[src/rtl/ours_axi4_ar_demux_buf.sv]
// ours_axi4_ar_demux_buf: 2-deep AR buffer routing to N targets with per-target outstanding limits.
// Define OURS_AXI4_AR_DEMUX_STRICT_ORDER_EN to force in-order R returns across targets.
module ours_axi4_ar_demux_buf #(
    parameter int N_OUTPUT        = 2,
    parameter int WIDTH           = 32,
    parameter int SEL_POSITION    = 0,
    parameter int MAX_OUTSTANDING = 4
) (
    input  logic                           clk,
    input  logic                           rst,
    input  logic                           slave_arvld,
    input  logic [WIDTH-1:0]               slave_ar,
    output logic                           slave_arrdy,
    output logic [N_OUTPUT-1:0]            master_arvld,
    output logic [N_OUTPUT-1:0][WIDTH-1:0] master_ar,
    input  logic [N_OUTPUT-1:0]            master_arrdy,
    input  logic [N_OUTPUT-1:0]            r_done,
    output logic                           clk_en
);
    localparam int SW = (N_OUTPUT > 1) ? $clog2(N_OUTPUT) : 1;
    localparam int CW = $clog2(MAX_OUTSTANDING + 1);
    localparam logic [CW-1:0] CNT_MAX = CW'(MAX_OUTSTANDING);
    localparam logic [SW:0] N_LIM = (SW + 1)'(N_OUTPUT);

    logic [WIDTH-1:0]    mem [2];
    logic                wr_ptr;
    logic                rd_ptr;
    logic [1:0]          count;
    logic [CW-1:0]       cnt [N_OUTPUT];

    logic [WIDTH-1:0]    head;
    logic [SW-1:0]       sel;
    logic [SW-1:0]       tgt;
    logic                push;
    logic                pop;
    logic                limit_blk;
    logic                order_blk;
    logic                issue;
    logic                any_cnt;
    logic [N_OUTPUT-1:0] inc;
    logic [N_OUTPUT-1:0] dec;

    assign head = mem[rd_ptr];
    assign sel  = head[SEL_POSITION +: SW];

    // Out-of-range selects fold onto the last target.
    always_comb begin
        tgt = sel;
        if ({1'b0, sel} >= N_LIM)
            tgt = SW'(N_OUTPUT - 1);
    end

`ifdef OURS_AXI4_AR_DEMUX_STRICT_ORDER_EN
    logic [SW-1:0] last_tgt;

    always_ff @(posedge clk) begin
        if (rst)
            last_tgt <= '0;
        else if (pop)
            last_tgt <= tgt;
    end

    assign order_blk = (tgt != last_tgt) && (cnt[last_tgt] != '0);
`else
    assign order_blk = 1'b0;
`endif

    // A same-cycle r_done frees the slot, so a full target may still issue.
    assign limit_blk   = (cnt[tgt] == CNT_MAX) && !r_done[tgt];
    assign issue       = !rst && (count != 2'd0) && !limit_blk && !order_blk;
    assign pop         = issue && master_arrdy[tgt];
    assign slave_arrdy = !rst && (count != 2'd2);
    assign push        = slave_arvld && slave_arrdy;

    always_comb begin
        master_arvld      = '0;
        master_arvld[tgt] = issue;
        for (int i = 0; i < N_OUTPUT; i++)
            master_ar[i] = head;
    end

    always_ff @(posedge clk) begin
        if (push)
            mem[wr_ptr] <= slave_ar;
    end

    always_ff @(posedge clk) begin
        if (rst) begin
            wr_ptr <= 1'b0;
            rd_ptr <= 1'b0;
            count  <= 2'd0;
        end else begin
            if (push)
                wr_ptr <= ~wr_ptr;
            if (pop)
                rd_ptr <= ~rd_ptr;
            count <= count + {1'b0, push} - {1'b0, pop};
        end
    end

    always_comb begin
        any_cnt = 1'b0;
        for (int i = 0; i < N_OUTPUT; i++) begin
            inc[i]  = pop && (tgt == SW'(i));
            dec[i]  = r_done[i] && (cnt[i] != '0);
            any_cnt = any_cnt | (cnt[i] != '0);
        end
    end

    always_ff @(posedge clk) begin
        if (rst) begin
            for (int i = 0; i < N_OUTPUT; i++)
                cnt[i] <= '0;
        end else begin
            for (int i = 0; i < N_OUTPUT; i++) begin
                if (inc[i] && !dec[i])
                    cnt[i] <= cnt[i] + CW'(1);
                else if (dec[i] && !inc[i])
                    cnt[i] <= cnt[i] - CW'(1);
            end
        end
    end

    assign clk_en = rst | (count != 2'd0) | any_cnt | slave_arvld;

endmodule

[config.mk]
export PLATFORM = sky130hd
export DESIGN_NAME = ours_axi4_ar_demux_buf
export DESIGN_NICKNAME = d
export VERILOG_FILES = /design/src/rtl/ours_axi4_ar_demux_buf.sv
export SDC_FILE = /design/constraint.sdc
export NUM_CORES = 1
export LEC_CHECK = 0
export ABC_CLOCK_PERIOD_IN_PS = 3550
export CAP_MARGIN = 10
export CORE_MARGIN = 10
export CORE_UTILIZATION = 46
export DETAILED_ROUTE_END_ITERATION = 8
export GPL_TIMING_DRIVEN = 1
export PLACE_DENSITY = 0.8
export SYNTH_ARGS = -nofsm -noshare
export SYNTH_HDL_FRONTEND = slang
export SYNTH_SLANG_ARGS = --single-unit
export TNS_END_PERCENT = 10
[constraint.sdc]
create_clock -name clk -period 3.55 [get_ports clk]
set_input_delay 1.065 -clock clk [delete_from_list [all_inputs] [get_ports clk]]
set_output_delay 1.065 -clock clk [all_outputs]
set_load 0.005 [all_outputs]
==> flow_results.org <==
** Yosys
- Syn nets :: 258
- The synthesized design contains 70 enable-type register cells.
- Async S/R FF share, synth :: 0%
- Cell area after synthesis :: 0.00334 mm^2
- Flops & latches, synth :: 75
- Number of instances in the synthesized netlist :: 213
- Synth Area in Compound Gates :: about 3.3%
- Share of cell area taken by muxes after synthesis :: approximately an eighth
- Largest family of logic cells by synthesized area :: multiplexers
- Most area-hungry cell type in the Yosys netlist :: edfxtp_1
- The top cell type by area accounts for 62.9% of the synthesized area.
- Leading register cell type out of synthesis :: edfxtp_1
- Of the total synthesized cell area, the portion taken by XOR and XNOR cells is between 1 and 1.5%.
- The synthesized netlist devotes 2.47% of its cell area to adder and majority cells.
- Of the synthesized area, sequential elements account for 65.9%.
- A synthesized cell averages around 16 um^2.
- Yosys attributes the largest share of cell area to edfxtp_1, mux2_2, buf_4.
- The netlist uses 39 different library cells.
- Area share of and/or/nand/nor cells after synthesis :: a little over 6%
- During synthesis, Yosys emitted a total of 0 warnings.

** Pwr
- The design draws around 2.3 mW.
- Power density cells :: a little over 500 mW/mm^2
- Across the VDD grid, the largest voltage drop is around 0.22 mV.
- Reported leakage power :: roughly 1.6 nW

** Routing
- Number of nets with antenna violations after routing :: 0
- DRC errors left :: 0
- DR vias :: between 1500 and 2000
- Routed wirelength normalized by instance count :: 16.9 um
- Violation count after the first detailed-routing iteration :: 78
- The first detailed-routing pass ran for 4 iterations.
- Final WL :: just under 7 mm
- Post-detailed-route via-to-cell ratio :: a little under 5

** STA
- Total count of hold-check failures in the final report :: 0
- Counting I/O delays and the setup requirement, the final critical path takes 3450 ps.
- Setup violations remaining at the end of the flow were counted as 0.
- Worst-case clock skew :: ~7.3 ps
- Crit share post-route :: a little over nine tenths
- Setup repair after global routing left no endpoint under its margin.
- Transition at the pin with the smallest max-transition slack :: approximately 460 ps
- Highest clock frequency the design can meet :: around 290 MHz
- Relative max-transition margin :: between 60% and 70%
- Worst slack on hold paths :: approximately 520 ps
- Final TNS setup :: 0 ps
- The total count of max-transition violations in the final report was 0.

** Global route
- GRT Resource Usage Total :: 12.7%
- The first global-routing pass estimated around 11 mm of wire.
- The via count of the first global-routing pass was 2098.
- Entering global routing, the biggest net connects 33 pins.
- Total gr overflow :: 0
- The number of antenna violations at the first check in global routing came to 0.

** Die
- The die covers around 0.011 mm^2.
- After floorplanning, the core was divided into 31 placement rows.
- Width of the die :: 105 um
- Die span in y :: 105 um
- For this design the top-level I/O count stands at between 100 and 150.
- Core area :: a little over 0.007 mm^2
- Starting utilization of the core area :: 46.6%

** Status
- Outcome :: complete, no violations

** Clock tree
- TritonCTS clock tree :: yes
- Number of H-tree branching levels :: 3
- Post-CTS clock slew at the launch and capture registers of the worst setup and hold paths :: around 70 ps
- Clock insertion delay at the later pin of the skew report :: about 330 ps
- CTS Buffer Depth :: 2
- Number of buffers inserted during clock tree synthesis :: 9
- Clock root buffer master :: clkbuf_8
- After clock tree synthesis, the flow added hold-fix buffers numbering 0.
- Buffer count from post-CTS setup fixing :: 0
- Counting every sink on the clock net gives between 70 and 80.

** Finish
- After routing the design area is approximately 0.0046 mm^2.
- Cells with a size suffix above 1 make up 22.7% of the layout.
- Fin util :: between 60 and 70%
- Antenna diodes :: 0
- Final net count :: 349
- Relative to the synthesized area, the layout overhead comes to 36.3%.

** Placement
- Routability-driven placement finished with a final weighted congestion of ~0.75.
- After legalization and detailed placement, the total HPWL measured approximately 5.2 mm.
- Cell area after placement :: 0.00435 mm^2
- Port buffering added around 110 buffers.

** Flow run
- Max-capacitance violation count :: 0

** Critical path
- Type of the worst setup path :: in2out
- For the worst setup path, the data arrival time is around 2400 ps.
- Worst Path Max Fanout :: 2
- Type of destination of the critical path :: output pin
- Required time of the critical path :: about 2500 ps
- Launching element type of the critical path :: input pin

** Hold path
- The min-delay analysis places its worst path in the category reg2reg.
[layer usage]
metal	routed length (um)	GRT usage [%]	up-vias
li1	-	-	938
met1	2990	15.8	937
met2	3310	19.8	85
met3	537	5.85	4
met4	42	2.94	0
met5	0	0	-
[power breakdown]
part	internal [mW]	switching (mW)	total (mW)
combinational	0.340	0.234	0.574
sequential	1.05	0.0461	1.10
clock	0.328	0.318	0.647
[cells in the mapped netlist (all sizes together) (2+ instances only)]
cell type,count
buf,33
dfxtp,5
nor4b,2
edfxtp,70
mux2i,3
ha,5
a21oi,3
o21ai,2
nor2,12
or3,3
xor2,3
nor3,4
mux2,31
o311ai,3
clkbuf,4
xnor2,2
and2,2
inv,11
[registers in the layout, indices dropped and copies added, names as in the netlist, named ones only]
name	count
rd_ptr	1
count	2
cnt	6
wr_ptr	1
mem	64
[path summary, 6_finish.rpt]
check	slack [ps]	end	startpoint	cells past startpoint
setup / recovery	100	master_arvld[1]	r_done[1]	6
hold / removal	520	rd_ptr$_SDFFE_PP0N_	rd_ptr$_SDFFE_PP0N_	2
setup reg to reg	960	cnt[0][2]$_SDFFCE_PN0P_	cnt[0][1]$_SDFFCE_PN0P_	9
hold reg to reg	520	rd_ptr$_SDFFE_PP0N_	rd_ptr$_SDFFE_PP0N_	2
[area by class of cell]
| class | instances | area (um^2) |
|---|---|---|
| Clock inverter | 7 | 75.1 |
| Fill cell | 555 | 2620 |
| Clock buffer | 9 | 124 |
| Multi-Input combinational cell | 90 | 852 |
| Sequential cell | 75 | 2200 |
| Timing Repair Buffer | 117 | 1140 |
| Tap cell | 99 | 124 |
| Inverter | 11 | 41.3 |
[through the flow]
step | instances | setup slack (ps)
2_1_floorplan | 213 | 290
3_3_place_gp | 392 | -240
3_5_place_dp | 392 | -288
4_1_cts | 408 | 89.7
5_1_grt | 408 | 24.9
6_report | 408 | 96.6
[worst max-delay path, cell delays in order]
cell and delay (ps):
dlygate4sd2_1 250, or4b_4 540, nor2_4 110, a211o_1 120, nor2_1 40, dlygate4sd2_1 270
[cell families after synthesis]
family	count (synthesis)
DFF	75
buffers and inverters	48
muxes	34
and+or+nand+nor	31
AOI/OAI and AO/OA	14
adders and majority gates	6
xor gates and xnor gates	5
[layout by cell type, fill, tap and decap left out, drive strengths merged, types with 3 or more instances in the layout]
master / instances
mux2: 31
or3: 3
buf: 11
o311ai: 3
dfxtp: 5
nor3: 4
xor2: 3
clkbuf: 9
mux2i: 3
nor2: 12
clkdlybuf4s50: 102
inv: 13
dlygate4sd2: 4
edfxtp: 70
ha: 5
a21oi: 3
[what timing repair did]
| action | CTS | global route |
|---|---|---|
| pin swaps | 2 | 0 |
| endpoints found under the setup margin | 3 | 1 |
| resized for setup | 6 | 1 |
Note: power is estimated with default switching activity, not from simulation.
